===== config.mk =====
export PLATFORM = sky130hd
export DESIGN_NAME = inst_recorder
export DESIGN_NICKNAME = d
export VERILOG_FILES = /design/src/rtl/inst_recorder.sv
export SDC_FILE = /design/constraint.sdc
export NUM_CORES = 1
export LEC_CHECK = 0
export BUFFER_PORTS_ARGS = -buffer_cell sky130_fd_sc_hd__buf_2
export CORE_ASPECT_RATIO = 0.9
export CORE_MARGIN = 4
export CORE_UTILIZATION = 50
export CTS_BUF_LIST = sky130_fd_sc_hd__clkbuf_16
export DETAILED_ROUTE_END_ITERATION = 8
export GPL_TIMING_DRIVEN = 1
export PLACE_DENSITY = 0.67
export SKIP_LAST_GASP = 1
export SYNTH_ARGS = -nofsm -noshare
export SYNTH_HDL_FRONTEND = slang
export SYNTH_SLANG_ARGS = --single-unit

===== constraint.sdc =====
create_clock -name clk -period 3.9 [get_ports clk]
set_input_delay 0.39 -clock clk [delete_from_list [all_inputs] [get_ports clk]]
set_output_delay 0.39 -clock clk [all_outputs]
set_load 0.01 [all_outputs]

===== src/rtl/inst_recorder.sv =====
// Instruction recorder: captures switch values on button edges, then replays them one at a time
// to an external controller with a valid/done handshake.
module inst_recorder #(
  parameter int unsigned DEPTH = 16,
  parameter int unsigned AW    = 4
) (
  input  logic          clk,
  input  logic          clr,
  input  logic          mode,
  input  logic          wr_btn,
  input  logic          clr_btn,
  input  logic [7:0]    sw,
  input  logic          inst_done,
  output logic [7:0]    inst,
  output logic          inst_valid,
  output logic          prog_done,
  output logic [AW:0]   count,
  output logic          full
);

  typedef enum logic [1:0] {StRec, StFetch, StIssue, StDone} state_e;

  localparam logic [AW:0] DepthCnt = (AW+1)'(DEPTH);

  state_e         state_q;
  logic [AW-1:0]  pc_q;
  logic [AW:0]    count_q;
  logic [7:0]     inst_q;
  logic           inst_valid_q;
  logic           prog_done_q;
  logic           wr_prev_q;
  logic           clr_prev_q;
  logic [7:0]     mem_q [DEPTH];

  logic wr_edge;
  logic clr_edge;
  logic mem_we;
  logic at_last;

  assign wr_edge  = wr_btn & ~wr_prev_q;
  assign clr_edge = clr_btn & ~clr_prev_q;
  assign full     = (count_q == DepthCnt);
  // Clear beats a coincident write; a full buffer swallows further writes.
  assign mem_we   = (state_q == StRec) & wr_edge & ~clr_edge & ~full;
  assign at_last  = ({1'b0, pc_q} == (count_q - (AW+1)'(1)));

  always_ff @(posedge clk or negedge clr) begin
    if (!clr) begin
      state_q      <= StRec;
      pc_q         <= '0;
      count_q      <= '0;
      inst_q       <= 8'h00;
      inst_valid_q <= 1'b0;
      prog_done_q  <= 1'b0;
      wr_prev_q    <= 1'b0;
      clr_prev_q   <= 1'b0;
    end else begin
      wr_prev_q  <= wr_btn;
      clr_prev_q <= clr_btn;
      unique case (state_q)
        StRec: begin
          if (clr_edge) begin
            count_q <= '0;
          end else if (mem_we) begin
            count_q <= count_q + (AW+1)'(1);
          end
          if (mode) begin
            pc_q <= '0;
            if (count_q != '0) begin
              state_q <= StFetch;
            end else begin
              state_q     <= StDone;
              prog_done_q <= 1'b1;
            end
          end
        end
        StFetch: begin
          if (!mode) begin
            state_q <= StRec;
          end else begin
            inst_q       <= mem_q[pc_q];
            inst_valid_q <= 1'b1;
            state_q      <= StIssue;
          end
        end
        StIssue: begin
          if (!mode) begin
            inst_valid_q <= 1'b0;
            state_q      <= StRec;
          end else if (inst_done) begin
            inst_valid_q <= 1'b0;
            if (at_last) begin
              prog_done_q <= 1'b1;
              state_q     <= StDone;
            end else begin
              pc_q    <= pc_q + AW'(1);
              state_q <= StFetch;
            end
          end
        end
        StDone: begin
          if (!mode) begin
            prog_done_q <= 1'b0;
            state_q     <= StRec;
          end
        end
        default: state_q <= StRec;
      endcase
    end
  end

  // Storage is deliberately unreset; only written slots are ever read back.
  always_ff @(posedge clk) begin
    if (mem_we) begin
      mem_q[count_q[AW-1:0]] <= sw;
    end
  end

  assign inst       = inst_q;
  assign inst_valid = inst_valid_q;
  assign prog_done  = prog_done_q;
  assign count      = count_q;

endmodule


==> results.cfg <==
[worst_hold_path]
min_to = wr_prev_q
whs_path_depth = 1
worstHoldStart = wr_btn
hp-class = in -> reg

[power_and_ir_drop]
power_frac_seq = 0.476
total_leakage_power_nw = 2.43
p_int_mw = 3.10
power_frac_comb = 0.140
power.density_nw_per_um2 = 572
irDropWorstVdd_mv = 0.470
netSwitchingFraction = 0.238
power.switching_mw = 0.971
pwr-share-clk = 0.384

[sta]
hold_ws_ns = 0.104
fin_tns_setup_ns = 0
min_period_ns = 2.45
rsz0062_at_grt = no
worst_pin_slew_ns = 0.931
slew_violations = 0
slew_headroom = 0.380
hold_viol = 0
finalSetupViolCount = 0
period_share = 0.628
fmax_ghz = 0.408
fin_worst_skew_ns = 0.0101

[layout]
n_antenna_cell = 0
drive_gt1_frac = 0.290
areaGrowthSynthToFinish_pct = 14.1
fin_nets = 397
post-route-util = 0.588
final_area_um2 = 7130
fillerInstances = 909
final_cells = 550

[route]
wl_um = 12400
via_count = 3159
firstDrtPassIters = 4
drtIter0Drc = 372
routedWlPerCell_um = 22.5
postRouteAntennaNets = 0
vias_per_cell = 5.74
drc = 0

[clock_tree]
cts_tree = built
cts_resized = 0
cts_buffers = 17
clockBufferDepth = 2
htreeDepth = 4
clkTransAtPathRegs_ns = 0.06
clock-sinks = 151
clk_latency_ns = 0.41
cts-root-buf = clkbuf_16

[setup_path]
reg2regPathDepth = 4
critical_path.top_delay_family = simple AND/OR/NAND/NOR gates
critPathRequiredTime_ns = 3.96
cp-end-kind = register
cp.buffers_inverters = 0
crit-reg2reg-launch = state_q[1]
cp_max_fo = 12
max_stage_delay_ns = 0.62
cp.depth = 4
worstSetupPathType = reg -> reg
crit_chain = or4b_4 > or2_2 > nor3b_2 > and2_1
r2r_end = mem_q[10][1]
slowest_stage = or4b_4
start_kind = register
critPathArrivalTime_ns = 2.51
r2r_slack_ns = 1.45

[global_route]
grt_max_degree = 24
grt_pass1_vias = 3283
antenna_found_initial = 0
grt_pass1_wl_um = 19900
overflow = 0
grtUsageTotal = 0.189

[synthesis]
muxShareOfSynthArea = 0.144
ys_types = 50
synth_most_common_cell = edfxtp_1
avgSynthCellArea_um2 = 18.5
syn_inst = 338
yosys.area_share.xor_xnor = 0.00982
synth_top_area_cell = edfxtp_1
synth_edf_count = 128
synth_top_family_by_area = multiplexers
synth_adder_area_share = 0.0120
synth-seq-cells = 151
synth_nets = 358
synth-compound-area-share = 0.0393
synth_commonest_cells = 128 x edfxtp_1, 32 x mux4_2, 23 x dfrtp_1
synth_top_area_frac = 0.615
yosys_warnings = 0
ys.flop_type = edfxtp_1
ys_seq_area_frac = 0.708
synth_area_um2 = 6250
async_flop_share = 0.152
yosys-top-cells-area = edfxtp_1 62%, mux4_2 12%, dfrtp_1 9.2%, mux2_2 1.6%, a221o_1 1.3%
yosys.area_share.simple = 0.0659

[placed_design]
port_buffers = 29
place_congestion = 0.843
placed_cells = 517
placed_cell_area_um2 = 6540
dp_hpwl_um = 8270

[die]
die_w_um = 126
pin_count = 30
num_rows = 38
core_area_um2 = 12100
dieArea_um2 = 14300
die_h_um = 114
initial_core_util = 0.515

[run_status]
outcome = finished clean

[job]
drv_cap = 0
[power groups by stage]
stage	logic, mW	registers, mW	clock network (mW)
after floorplan	0.396	1.95	0
after global placement	0.566	1.96	0
after detailed placement	0.572	1.97	0
after CTS	0.578	1.94	1.59
after global routing	0.633	1.96	1.67
final	0.570	1.94	1.57
[per-stage QoR]
| stage | setup WS [ns] | power [mW] |
|---|---|---|
| after floorplan | 1.57 | 2.34 |
| after global placement | 1.50 | 2.53 |
| after detailed placement | 1.47 | 2.54 |
| after CTS | 1.45 | 4.10 |
| after global routing | 1.31 | 4.26 |
| final | 1.45 | 4.07 |
[cell usage in the layout (no fill, tap or decap), types with 2 or more instances in the layout]
cell / netlist / final
xnor2_1: 4 / 4
nand2b_1: 2 / 2
nor3_1: 10 / 10
a21oi_1: 6 / 6
nor2b_1: 5 / 5
or3_1: 2 / 2
clkbuf_16: 0 / 17
buf_4: 2 / 7
clkinv_1: 0 / 2
buf_2: 6 / 29
and2_1: 8 / 8
a221o_1: 8 / 8
clkinv_2: 0 / 5
bufinv_16: 0 / 3
o31ai_1: 2 / 2
nand2_1: 5 / 5
mux2_2: 9 / 9
nand4_1: 2 / 2
inv_1: 8 / 12
and3_1: 4 / 4
a31oi_1: 2 / 2
dfrtp_1: 23 / 22
ha_1: 6 / 6
mux4_2: 32 / 32
mux2i_1: 8 / 8
edfxtp_1: 128 / 128
o21ai_0: 7 / 7
xor2_1: 3 / 3
nor2_1: 15 / 15
[kinds of logic (layout without fill, tap and decap cells)]
logic type	Yosys count	after routing
AOI/OAI and AO/OA	33	33
xor gates and xnor gates	7	7
adders and majority gates	6	6
DFF	151	151
muxes	49	49
buffers and inverters	25	77
and+or+nand+nor	67	67
[layer usage]
metal,global-route usage,up-vias,share of wire
li1,-,1438,-
met4,0.0522,0,0.0041
met1,0.281,1618,0.44
met5,0,-,0
met3,0.0501,2,0.074
met2,0.280,101,0.48
[flip-flops by register name (all words and copies together), names as in the netlist]
register	count
prog_done	1
state_q	2
pc_q	4
inst	8
inst_valid	1
count	5
mem_q	128
clr_prev_q	1
wr_prev_q	1
[worst max path at each step]
stage,from,to,slack [ns]
final,state_q[1],mem_q[10][1],1.45
after global routing,count[0],mem_q[2][5],1.31
after CTS,count[0],mem_q[2][3],1.45
after detailed placement,count[0],mem_q[2][2],1.47
after global placement,pc_q[0],inst[6],1.50
after floorplan,state_q[0],mem_q[0][0],1.57
[worst reg2reg max path: stages, from the launching register on]
cell,delay [ns]
dfrtp_1,0.48
or4b_4,0.62
or2_2,0.32
nor3b_2,0.25
and2_1,0.43
[area by class of cell]
class | instances | area, µm² | area share
timing repair buffer | 37 | 208 | 0.0291
clock buffer | 17 | 425 | 0.0597
multi-input combinational | 162 | 1700 | 0.238
clock inverter | 15 | 146 | 0.0205
tap | 160 | 200 | 0.0281
inverter | 8 | 30.0 | 0.00421
sequential | 151 | 4420 | 0.620
[timing repair]
| action | 4_1_cts | 5_1_grt |
|---|---|---|
| hold buffers | 1 | 0 |
| setup buffers | 0 | 0 |
| setup endpoints to repair | 0 | 0 |
| endpoints found under the hold margin | 23 | 0 |
(Power assumes the default switching activity.)
